**config.mk**
```make
export PLATFORM = sky130hd
export DESIGN_NAME = voting
export DESIGN_NICKNAME = d
export VERILOG_FILES = /design/src/rtl/voting.sv
export SDC_FILE = /design/constraint.sdc
export NUM_CORES = 1
export LEC_CHECK = 0
export CORE_AREA = 2 2 39 41
export DETAILED_ROUTE_END_ITERATION = 10
export DIE_AREA = 0 0 41 43
export HOLD_SLACK_MARGIN = 0.12
export PLACE_DENSITY = 0.47
export SYNTH_ARGS = -nofsm -noshare
export SYNTH_HDL_FRONTEND = slang
export SYNTH_SLANG_ARGS = --single-unit
```
**constraint.sdc**
```tcl
create_clock -name clk -period 0.8 [get_ports clk]
set_input_delay 0.16 -clock clk [delete_from_list [all_inputs] [get_ports clk]]
set_output_delay 0.16 -clock clk [all_outputs]
set_load 0.05 [all_outputs]
```
**src/rtl/voting.sv**
```systemverilog
// Four-voter majority block: registers the yes-vote count and a one-hot
// verdict (pass / tie / reject) one cycle after the ballot is sampled.
module voting (
  input  logic       clk,
  input  logic       rst_n,
  input  logic [3:0] In,
  output logic [3:1] Out,
  output logic [2:0] Cnt
);

  localparam logic [3:1] VERDICT_PASS   = 3'b001;
  localparam logic [3:1] VERDICT_TIE    = 3'b010;
  localparam logic [3:1] VERDICT_REJECT = 3'b100;

  logic [3:1] out_d;
  logic [3:1] out_q;
  logic [2:0] cnt_d;
  logic [2:0] cnt_q;

  function automatic logic [2:0] popcount4(input logic [3:0] v);
    logic [2:0] sum;
    sum = 3'd0;
    for (int i = 0; i < 4; i++) begin
      sum = sum + {2'b00, v[i]};
    end
    return sum;
  endfunction

  // Count yes votes and decode the verdict from the count alone.
  always_comb begin
    cnt_d = popcount4(In);
    out_d = VERDICT_REJECT;
    case (cnt_d)
      3'd0, 3'd1: out_d = VERDICT_REJECT;
      3'd2:       out_d = VERDICT_TIE;
      3'd3, 3'd4: out_d = VERDICT_PASS;
      default:    out_d = VERDICT_REJECT;
    endcase
  end

  // Verdict and count share one register stage so they always describe the same sample.
  always_ff @(posedge clk or negedge rst_n) begin
    if (!rst_n) begin
      out_q <= 3'b000;
      cnt_q <= 3'd0;
    end else begin
      out_q <= out_d;
      cnt_q <= cnt_d;
    end
  end

  assign Out = out_q;
  assign Cnt = cnt_q;

endmodule

```
# ---- After elaboration in Yosys (flattened, before gate mapping)
# Index checks and enable logic that the tools add are counted.
dict set report word_totals {
  regBits 6
  input_bits 6
  output_inout_bits 6
  wordCells 10
}
dict set report op_classes {
  add_sub_neg 3
  n_eq_ne 3
  n_mux 1
  reduce_logical 1
}
# cell n
set op_table {}
lappend op_table {{equality test 3 x 2 -> 1 bit (second input constant)} 2}
lappend op_table {{case mux 3 bit (2 select lines)} 1}
lappend op_table {{adder 2 x 1 -> 3 bit} 1}
lappend op_table {{adder 3 x 1 -> 3 bit} 1}
lappend op_table {{equality test 3 bit (second input constant)} 1}
lappend op_table {{adder 1 x 1 -> 2 bit} 1}
lappend op_table {{OR reduction 2 bit} 1}

# ---- Longest topological paths before layout
dict set report logic_depth {
  word_depth 6
  ltp_mapped 5
  mapped_depth_nobuf 5
}

# ---- Worst setup path after synthesis
# OpenSTA, ideal clock, no wires.
dict set report synth_timing {
  path_kind {in2reg}
  from {input port In[0]}
  to {register out_q, in the netlist Out[1]}
  setup_time_ns 0.118
  t_arrival_ns 1.428
  required_time_ns 0.682
  slack_ns -0.746
  stages 5
  n_path_buf 0
  cell_sequence {fa_1 ha_1 ha_1 nor2b_2 a21o_1}
}
dict set report synth_via {
  elab_chain_cells 6
  word_cells_on_any_way 8
  classes_between {add/sub (3); eq/ne (3); mux (1); reduce/logical (1)}
}
# element line
set synth_lines {}
lappend synth_lines {{start: declaration} 6} ;# input logic [3:0] In,
lappend synth_lines {{adder 1 x 1 -> 2 bit *} 24} ;# sum = sum + {2'b00, v[i]};
lappend synth_lines {{adder 2 x 1 -> 3 bit *} 24}
lappend synth_lines {{adder 3 x 1 -> 3 bit *} 24}
lappend synth_lines {{named net cnt_d[1]} 17} ;# logic [2:0] cnt_d;
lappend synth_lines {{equality test 3 x 2 -> 1 bit or equality test 3 bit (tied branches)} 33} ;# case (cnt_d)
lappend synth_lines {{OR reduction 2 bit} 33}
lappend synth_lines {{case mux 3 bit (2 select lines) *} 33}
lappend synth_lines {{named net out_d (one bit)} 15} ;# logic [3:1] out_d;
lappend synth_lines {{end signal: assignment} 47} ;# out_q <= out_d;
lappend synth_lines {{end: declaration} 16} ;# logic [3:1] out_q;
# The timed path passes the listed nets; every way through them passes the cells marked *.

# ---- Worst setup path after layout
dict set report layout_timing {
  from {input port In[1]}
  to {register out_q, in the netlist Out[1]}
}
# The elaborated chain is that of the path after synthesis.

==> impl_results.md <==
- #FFs+latches synth: 6
- Post-synth EDFFs: 0
- Reg clk slew, reported paths: 0.04 ns
- Die area: 1760 µm²
- Post-route ant nets: 0
- Cell area after layout: 502 µm²
- Pwr Density: 2530 nW/µm²
- Syn Inst Count: 14
- Slew @ Worst Pin: 0.242 ns
- Via total after detailed routing: 165
- Worst slew margin: 0.838
- Antenna cells: 0
- Detailed Route Iter0 Violations: 0
- First-pass GRT wire length: 662 µm
- Core area: 1380 µm²
- Final HPWL DP: 318 µm
- Most used cell, CP: ha_4
- CP endpoint kind: flop
- Gp weighted congestion: 0.556
- Mapped Nets: 23
- Initial DRT Pass Iterations: 1
- Syn-to-layout area delta: 113%
- Post-synth ARST share: 1.00
- Setup crit start: In[1]
- Max stage delay on crit path: 0.59 ns
- Final Max Tran Viols: 0
- Failing checks: negative setup slack
- Share of cells above drive strength 1: 0.621
- Antenna violations before repair: 0
- Clock Sinks: 6
- Row count: 14
- CTS buffer count: 3
- Buffers & Inverters on Critical Path: 1
- Yosys warns: 0
- Htree depth: 1
- Post-synthesis cell type count: 8
- Final Hold Viols: 0
- CP cell instances: buf_6 -> fa_2 -> ha_4 -> ha_4 -> nor2b_4 -> a21o_1
- NumNets Final: 40
- Data required, critical path: 0.92 ns
- Mapped cell area: 235 µm²
- Max Cap Viol: 0
- TritonCTS clock tree: yes
- Initial Util: 0.170
- CTS Hold Bufs: 0
- Top cells by area, synth: dfrtp_1 (64%), ha_1 (11%), fa_1 (8.5%)
- Die Wd: 41 µm
- Critical path class: in -> reg
- DR WL/cell: 8.76 µm
- Drt drc: 0
- CP max FO: 3
- Clk buf depth: 2
- Outcome: finished, violations left
- Critical path's slowest cell: fa_2
- Crit share post-route: 1.69
- Vias in the first global route: 168
- CP Data Arrival Time: 1.48 ns
- Hold Crit Class: in -> async
- DP Area: 445 µm²
- RSZ-0062 raised after global routing: yes
- Vert. Die Dim: 43 µm
- Vias per std cell: 3.67
- Top cell type's share of synthesized area: 0.638
- Final setup viols: 12
- Largest area contributor in the netlist: dfrtp_1
- Register area share after synthesis: 0.638
- Max Clk Rate: 0.738 GHz
- Post-Route WL: 394 µm
- GRT Resource Usage Total: 0.0627
- Residual overflow from global routing: 0
- Post-layout worst setup margin: -0.555 ns
- Mapped Avg Cell Area: 16.8 µm²
- Largest net degree at the start of global routing: 7
- Critical path startpoint category: input pin
- I/O pin total: 12
- Worst vdd ir: 810 µV
- Tmin final: 1.35 ns
- Leak pwr: 0.227 nW
- Root Driver: clkbuf_4
- Setup TNS: -3.12 ns
- Count leader, synth: dfrtp_1
- IO Port Bufs: 11
- Top cells by count, synth: dfrtp_1 (6), ha_1 (2)
- Top FF cell, synth: dfrtp_1
- Crit path max-delay family: adder cells
-- worst max path at each step --
stage / slack, ns / cells past startpoint / to
after global placement: -1.12 / 6 / Out[1]$_DFF_PN0_
after CTS: -0.53 / 6 / Out[1]$_DFF_PN0_
final: -0.55 / 6 / Out[1]$_DFF_PN0_
after floorplan: -0.66 / 5 / Out[2]$_DFF_PN0_
after detailed placement: -1.13 / 6 / Out[1]$_DFF_PN0_
after global routing: -0.58 / 6 / Out[1]$_DFF_PN0_
-- layer usage --
| layer | global-route usage | up-vias | part of all wire |
|---|---|---|---|
| met3 | 0.0366 | 0 | 0.14 |
| met4 | 0.0800 | 0 | 0 |
| met1 | 0.0526 | 77 | 0.32 |
| met2 | 0.0844 | 12 | 0.54 |
| li1 | - | 76 | - |
| met5 | 0 | - | 0 |
-- kinds of logic after synthesis --
group           Yosys count  synth area share
simple gates              4             0.138
compound gates            1            0.0319
flops                     6             0.638
fa+ha+maj                 3             0.191
-- repair_timing --
item	CTS	global route
setup buffers	0	1
endpoints found under the setup margin	12	12
pin swaps	5	6
resized for setup	14	5
-- power breakdown --
group	switching [mW]	total, mW	leakage (nW)	internal (mW)
registers	0.0426	0.402	0.0741	0.359
logic	0.289	0.611	0.139	0.322
clock network	0.0902	0.259	0.0138	0.168
total	0.422	1.27	0.227	0.850
-- metrics by stage --
stage | setup slack, ns | utilization | cells | power [mW] | hold slack, ns
floorplan | -0.659 | - | 14 | 0.670 | -0.136
global placement | -1.12 | 0.322 | 41 | 0.972 | 0.404
detailed placement | -1.13 | 0.322 | 41 | 0.973 | 0.407
CTS | -0.531 | 0.339 | 44 | 1.26 | 0.150
global route | -0.581 | 0.363 | 45 | 1.35 | 0.166
finish | -0.555 | 0.363 | 45 | 1.27 | 0.153
-- sequential cells by signal, summed over array words and instances, names as in the netlist --
name / count
Cnt: 3
Out: 3
-- area by class of cell --
| class | count | area (µm²) |
|---|---|---|
| Timing Repair Buffer | 12 | 185 |
| Tap cell | 16 | 20.0 |
| Fill cell | 130 | 882 |
| Multi-Input combinational cell | 8 | 124 |
| Clock buffer | 3 | 22.5 |
| Sequential cell | 6 | 150 |
-- placed cells by master (no fill, tap or decap), drive strengths merged --
cell type	Yosys	layout
buf	0	10
dfrtp	6	6
clkbuf	0	3
ha	2	2
clkdlybuf4s50	0	2
nor2b	1	1
nor3b	1	1
a21o	1	1
nor2	1	1
and2b	1	1
fa	1	1
Power figures use the tool's default switching activity.
==> variant 1 (same settings) <==
Register the output `Cnt` once more, without a reset; this adds one clock of latency there. The other outputs are not delayed to match.
--- a/src/rtl/voting.sv
+++ b/src/rtl/voting.sv
@@ -51,5 +51,7 @@
 
   assign Out = out_q;
-  assign Cnt = cnt_q;
+  always_ff @(posedge clk) begin
+    Cnt <= cnt_q;
+  end
 
 endmodule
Check against the original RTL: not equivalent (Yosys sat finds a counterexample within 4 cycles, from zero or initial values and one cycle with rst_n low).
==> variant 1 against the original RTL <==
The run still ends with negative setup slack left; combinational power fell by 2%; maximum frequency rose by 1.9%; final area rose by 10%; first-iteration DRC count did not move; power rose by 18%; count of clock-buffer cells in the layout rose by 1; sequential cell count rose by 3; routed wire length rose by 9.9%; largest power group unchanged; setup slack improved by 0.025 ns; synthesized area rose by 26%; via count rose by 8.5%.
==> variant 1: results (changes against the original RTL) <==
[run_status]
status = complete, but fails checks
failed_checks = negative setup slack

[layout]
finish.net_count = 42  ; +5.0%
fill_cells = 134  ; +3.1%
drive_above_1_share_pct = 62.5  ; +0.43 points
ff_latch_area_um2 = 214  ; +42%

[yosys]
yosysWarnings = 0  ; unchanged
synth_nets = 26  ; +13%
synth_area_leaders = dfrtp_1 51%, dfxtp_1 20%, ha_1 8.5%
async_reset_ff_share_pct = 66.7  ; -33 points
seq_area_frac_synth_pct = 71.2  ; +7.4 points
synth_common_cells = 6 x dfrtp_1, 3 x dfxtp_1, 2 x ha_1
synth_cell_types = 9  ; +1
syn-instance-count = 17  ; +3

[global_routing]
grt_pass1_wl_um = 745  ; +13%
grtUsageTotal_pct = 7.02  ; +0.75 points
grt_max_degree = 7  ; unchanged
grt_pass1_vias = 193  ; +15%

[sta]
final-setup-viol-count = 12  ; unchanged
relSlewSlack_pct = 82.5  ; -1.4 points
finalSetupTns_ns = -2.77  ; +0.351 ns
worst_slack_ns = -0.529  ; +0.0254 ns
fin_skew_ns = 0.000965

[route]
totalWireLength_um = 433  ; +9.9%
wire_per_inst_um = 9.02  ; +3.0%
vias_per_cell = 3.73  ; +1.7%

[placement]
gp_congestion = 0.643  ; +16%
postPlaceCellArea_um2 = 505  ; +13%
place.detailed.hpwl_um = 339  ; +6.5%
pre_cts_ws_ns = -1.15  ; -0.0210 ns
dp.cells = 44  ; +7.3%

[power]
irDropWorstVdd_mv = 0.866  ; +6.9%
p_leak_nw = 0.246  ; +8.4%
net-switching-power_mw = 0.465  ; +10%

[critical_path]
worstPathArrival_ns = 1.47

[hold_path]
hold_path_class = in -> async

==> variant 1: cell types whose count changed after synthesis <==
cell	unedited run	this run
dfxtp_1	0	3
==> variant 1: final cells by class <==
| cell class | instances | share of cell area [%] |
|---|---|---|
| clock buffer | 4 | 4.76 |
| multi-input combinational | 8 | 22.4 |
| sequential | 9 | 38.8 |
| tap | 16 | 3.63 |
| timing repair buffer | 11 | 30.4 |
==> variant 1: repair_timing <==
action                     4_1_cts  5_1_grt
resized for setup               16        3
setup endpoints to repair       12       12
hold buffers                     0        0
pin swaps                        4        4
==> variant 1: power groups by stage <==
stage / combinational [mW] / clock [mW] / sequential [mW]
after floorplan: 0.0997 / 0 / 0.751
after detailed placement: 0.571 / 0 / 0.588
after CTS: 0.583 / 0.339 / 0.585
after global routing: 0.632 / 0.349 / 0.590
after global placement: 0.567 / 0 / 0.585
final: 0.600 / 0.322 / 0.582
==> variant 1: kinds of logic (layout without fill, tap and decap cells) <==
group	Yosys count	in the layout	synth area share [%]
adders and majority gates	3	3	15.3
and+or+nand+nor	4	4	11.0
DFF	9	9	71.2
buffers and inverters	0	15	0
AOI/OAI and AO/OA	1	1	2.54
==> variant 1: worst max-delay path, stage by stage <==
cell     delay [ns]
buf_6          0.09
fa_2           0.58
ha_4           0.14
ha_4           0.21
nor2b_4        0.13
a21o_1         0.14
==> variant 1: final timing paths <==
| kind | startpoint | to | slack (ns) | depth (start not counted) |
|---|---|---|---|---|
| worst max-delay path | In[1] | Out[1] | -0.53 | 6 |
| worst min-delay path | rst_n | cnt_q[1] | 0.15 | 1 |
| worst max register to register | cnt_q[0] | Cnt[0] | 0.34 | 0 |
| worst min register to register | cnt_q[2] | Cnt[2] | 0.34 | 0 |
| max in group asynchronous | rst_n | Out[2] | 0.45 | 1 |
| min in group clk | cnt_q[2] | Cnt[2] | 0.34 | 0 |
==> variant 1: metal layers <==
layer	global-route usage, %	vias to the layer above	wire [µm]
li1	-	87	-
met1	6.04	80	150
met2	10.9	12	219
met3	3.66	0	63
met4	6.00	0	0
met5	0	-	0
==> variant 2 (same flow settings) <==
Without the edit above. Add an input register stage for `In`; this delays it by one clock.
--- a/src/rtl/voting.sv
+++ b/src/rtl/voting.sv
@@ -12,4 +12,10 @@
   localparam logic [3:1] VERDICT_TIE    = 3'b010;
   localparam logic [3:1] VERDICT_REJECT = 3'b100;
+
+  logic [3:0] In_q;
+
+  always_ff @(posedge clk) begin
+    In_q <= In;
+  end
 
   logic [3:1] out_d;
@@ -29,5 +35,5 @@
   // Count yes votes and decode the verdict from the count alone.
   always_comb begin
-    cnt_d = popcount4(In);
+    cnt_d = popcount4(In_q);
     out_d = VERDICT_REJECT;
     case (cnt_d)
Behaviour: not the same (Yosys sat finds a counterexample within 4 cycles, from zero or initial values and one cycle with rst_n low).
==> variant 2 against the original RTL <==
The run still ends with negative setup slack left; non-clock buffer count fell by 1; synthesized area rose by 34%; first-iteration DRC count did not move; power rose by 28%; setup slack got worse by 0.28 ns; final area rose by 14%; routed wire length rose by 8.9%; sequential cell count rose by 4; largest power group is now registers; via count rose by 7.3%; highest routed layer unchanged.
==> variant 2: results (changes against the original RTL) <==
[run_status]
failed_checks = negative setup slack
status = complete, but fails checks

[yosys]
synth_area_leaders = dfrtp_1 48%, dfxtp_1 25%, ha_1 7.9%
synth_nets = 27  ; +17%
synth_fa_ha_area_share_pct = 14.3  ; -4.9 points
synth_compound_area_share_pct = 2.38  ; -0.81 points
async_reset_ff_share_pct = 60.0  ; -40 points

[power]
irDropWorstVdd_mv = 1.06  ; +31%
p_leak_nw = 0.253  ; +11%

[layout]
drive_above_1_share_pct = 48.5  ; -14 points
fill_cells = 125  ; -3.8%
finish.net_count = 43  ; +7.5%

[critical_path]
cp_slowest_cell = fa_1
worstPathArrival_ns = 1.79  ; +0.31 ns

[global_routing]
grt_pass1_wl_um = 703  ; +6.2%
grtUsageTotal_pct = 6.71  ; +0.44 points

[placement]
gp_congestion = 0.714  ; +28%
place.detailed.hpwl_um = 343  ; +7.8%

[sta]
finalSetupTns_ns = -4.98  ; -1.85 ns
max_slew.worst_pin.slew_ns = 0.251  ; +0.00957 ns
final-setup-viol-count = 12  ; unchanged
worst_slack_ns = -0.839  ; -0.284 ns
whs_ns = 0.129  ; -0.0236 ns

[route]
wire_per_inst_um = 8.76  ; about the same
vias = 177  ; +7.3%

[cts]
path_clk_slew_ns = 0.06  ; +0.02 ns

[variant 2: metal layers]
| metal | wire length (µm) | GRT usage (%) |
|---|---|---|
| met1 | 139 | 6.35 |
| met2 | 236 | 10.0 |
| met3 | 53 | 3.14 |
| met4 | 0 | 6.00 |
| met5 | 0 | 0 |
[variant 2: per-stage QoR]
stage | util, % | cell area, µm² | instances | total power, mW | worst slack (ns)
after global routing | 41.5 | 574 | 49 | 1.72 | -0.900
after global placement | 38.1 | 527 | 45 | 1.19 | -0.852
final | 41.5 | 574 | 49 | 1.63 | -0.839
after detailed placement | 38.1 | 527 | 45 | 1.19 | -0.858
after floorplan | - | 337 | 18 | 0.889 | -0.801
after CTS | 41.5 | 574 | 49 | 1.65 | -0.838
[variant 2: cell type report]
type | instances | area share [%]
repair buffers | 11 | 29.6
flip-flops and latches | 10 | 40.5
clock buffers | 4 | 6.32
well taps | 16 | 3.49
multi-input cells | 8 | 20.0
[variant 2: cell families (layout without fill, tap and decap cells)]
group,Yosys count,count (layout)
DFF,10,10
adders and majority gates,3,3
buffers and inverters,0,15
AOI/OAI and AO/OA,1,1
and+or+nand+nor,4,4
[variant 2: timing repair]
action                     4_1_cts  5_1_grt
resized for setup                2        0
pin swaps                        3        0
setup endpoints to repair       12       12
[variant 2: worst max path at each step]
stage | slack [ns] | end | from
after global placement | -0.85 | Out[2] | In_q[3]
after CTS | -0.84 | Out[1] | In_q[0]
after detailed placement | -0.86 | Out[2] | In_q[3]
after global routing | -0.90 | Out[2] | In_q[0]
final | -0.84 | Out[1] | In_q[0]
after floorplan | -0.80 | Out[2] | In_q[3]
[variant 2: power by group]
group	total [mW]	leakage, nW	switching [mW]	internal [mW]
Clock	0.435	0.0210	0.160	0.276
Combinational	0.576	0.124	0.274	0.302
Sequential	0.617	0.108	0.0487	0.568
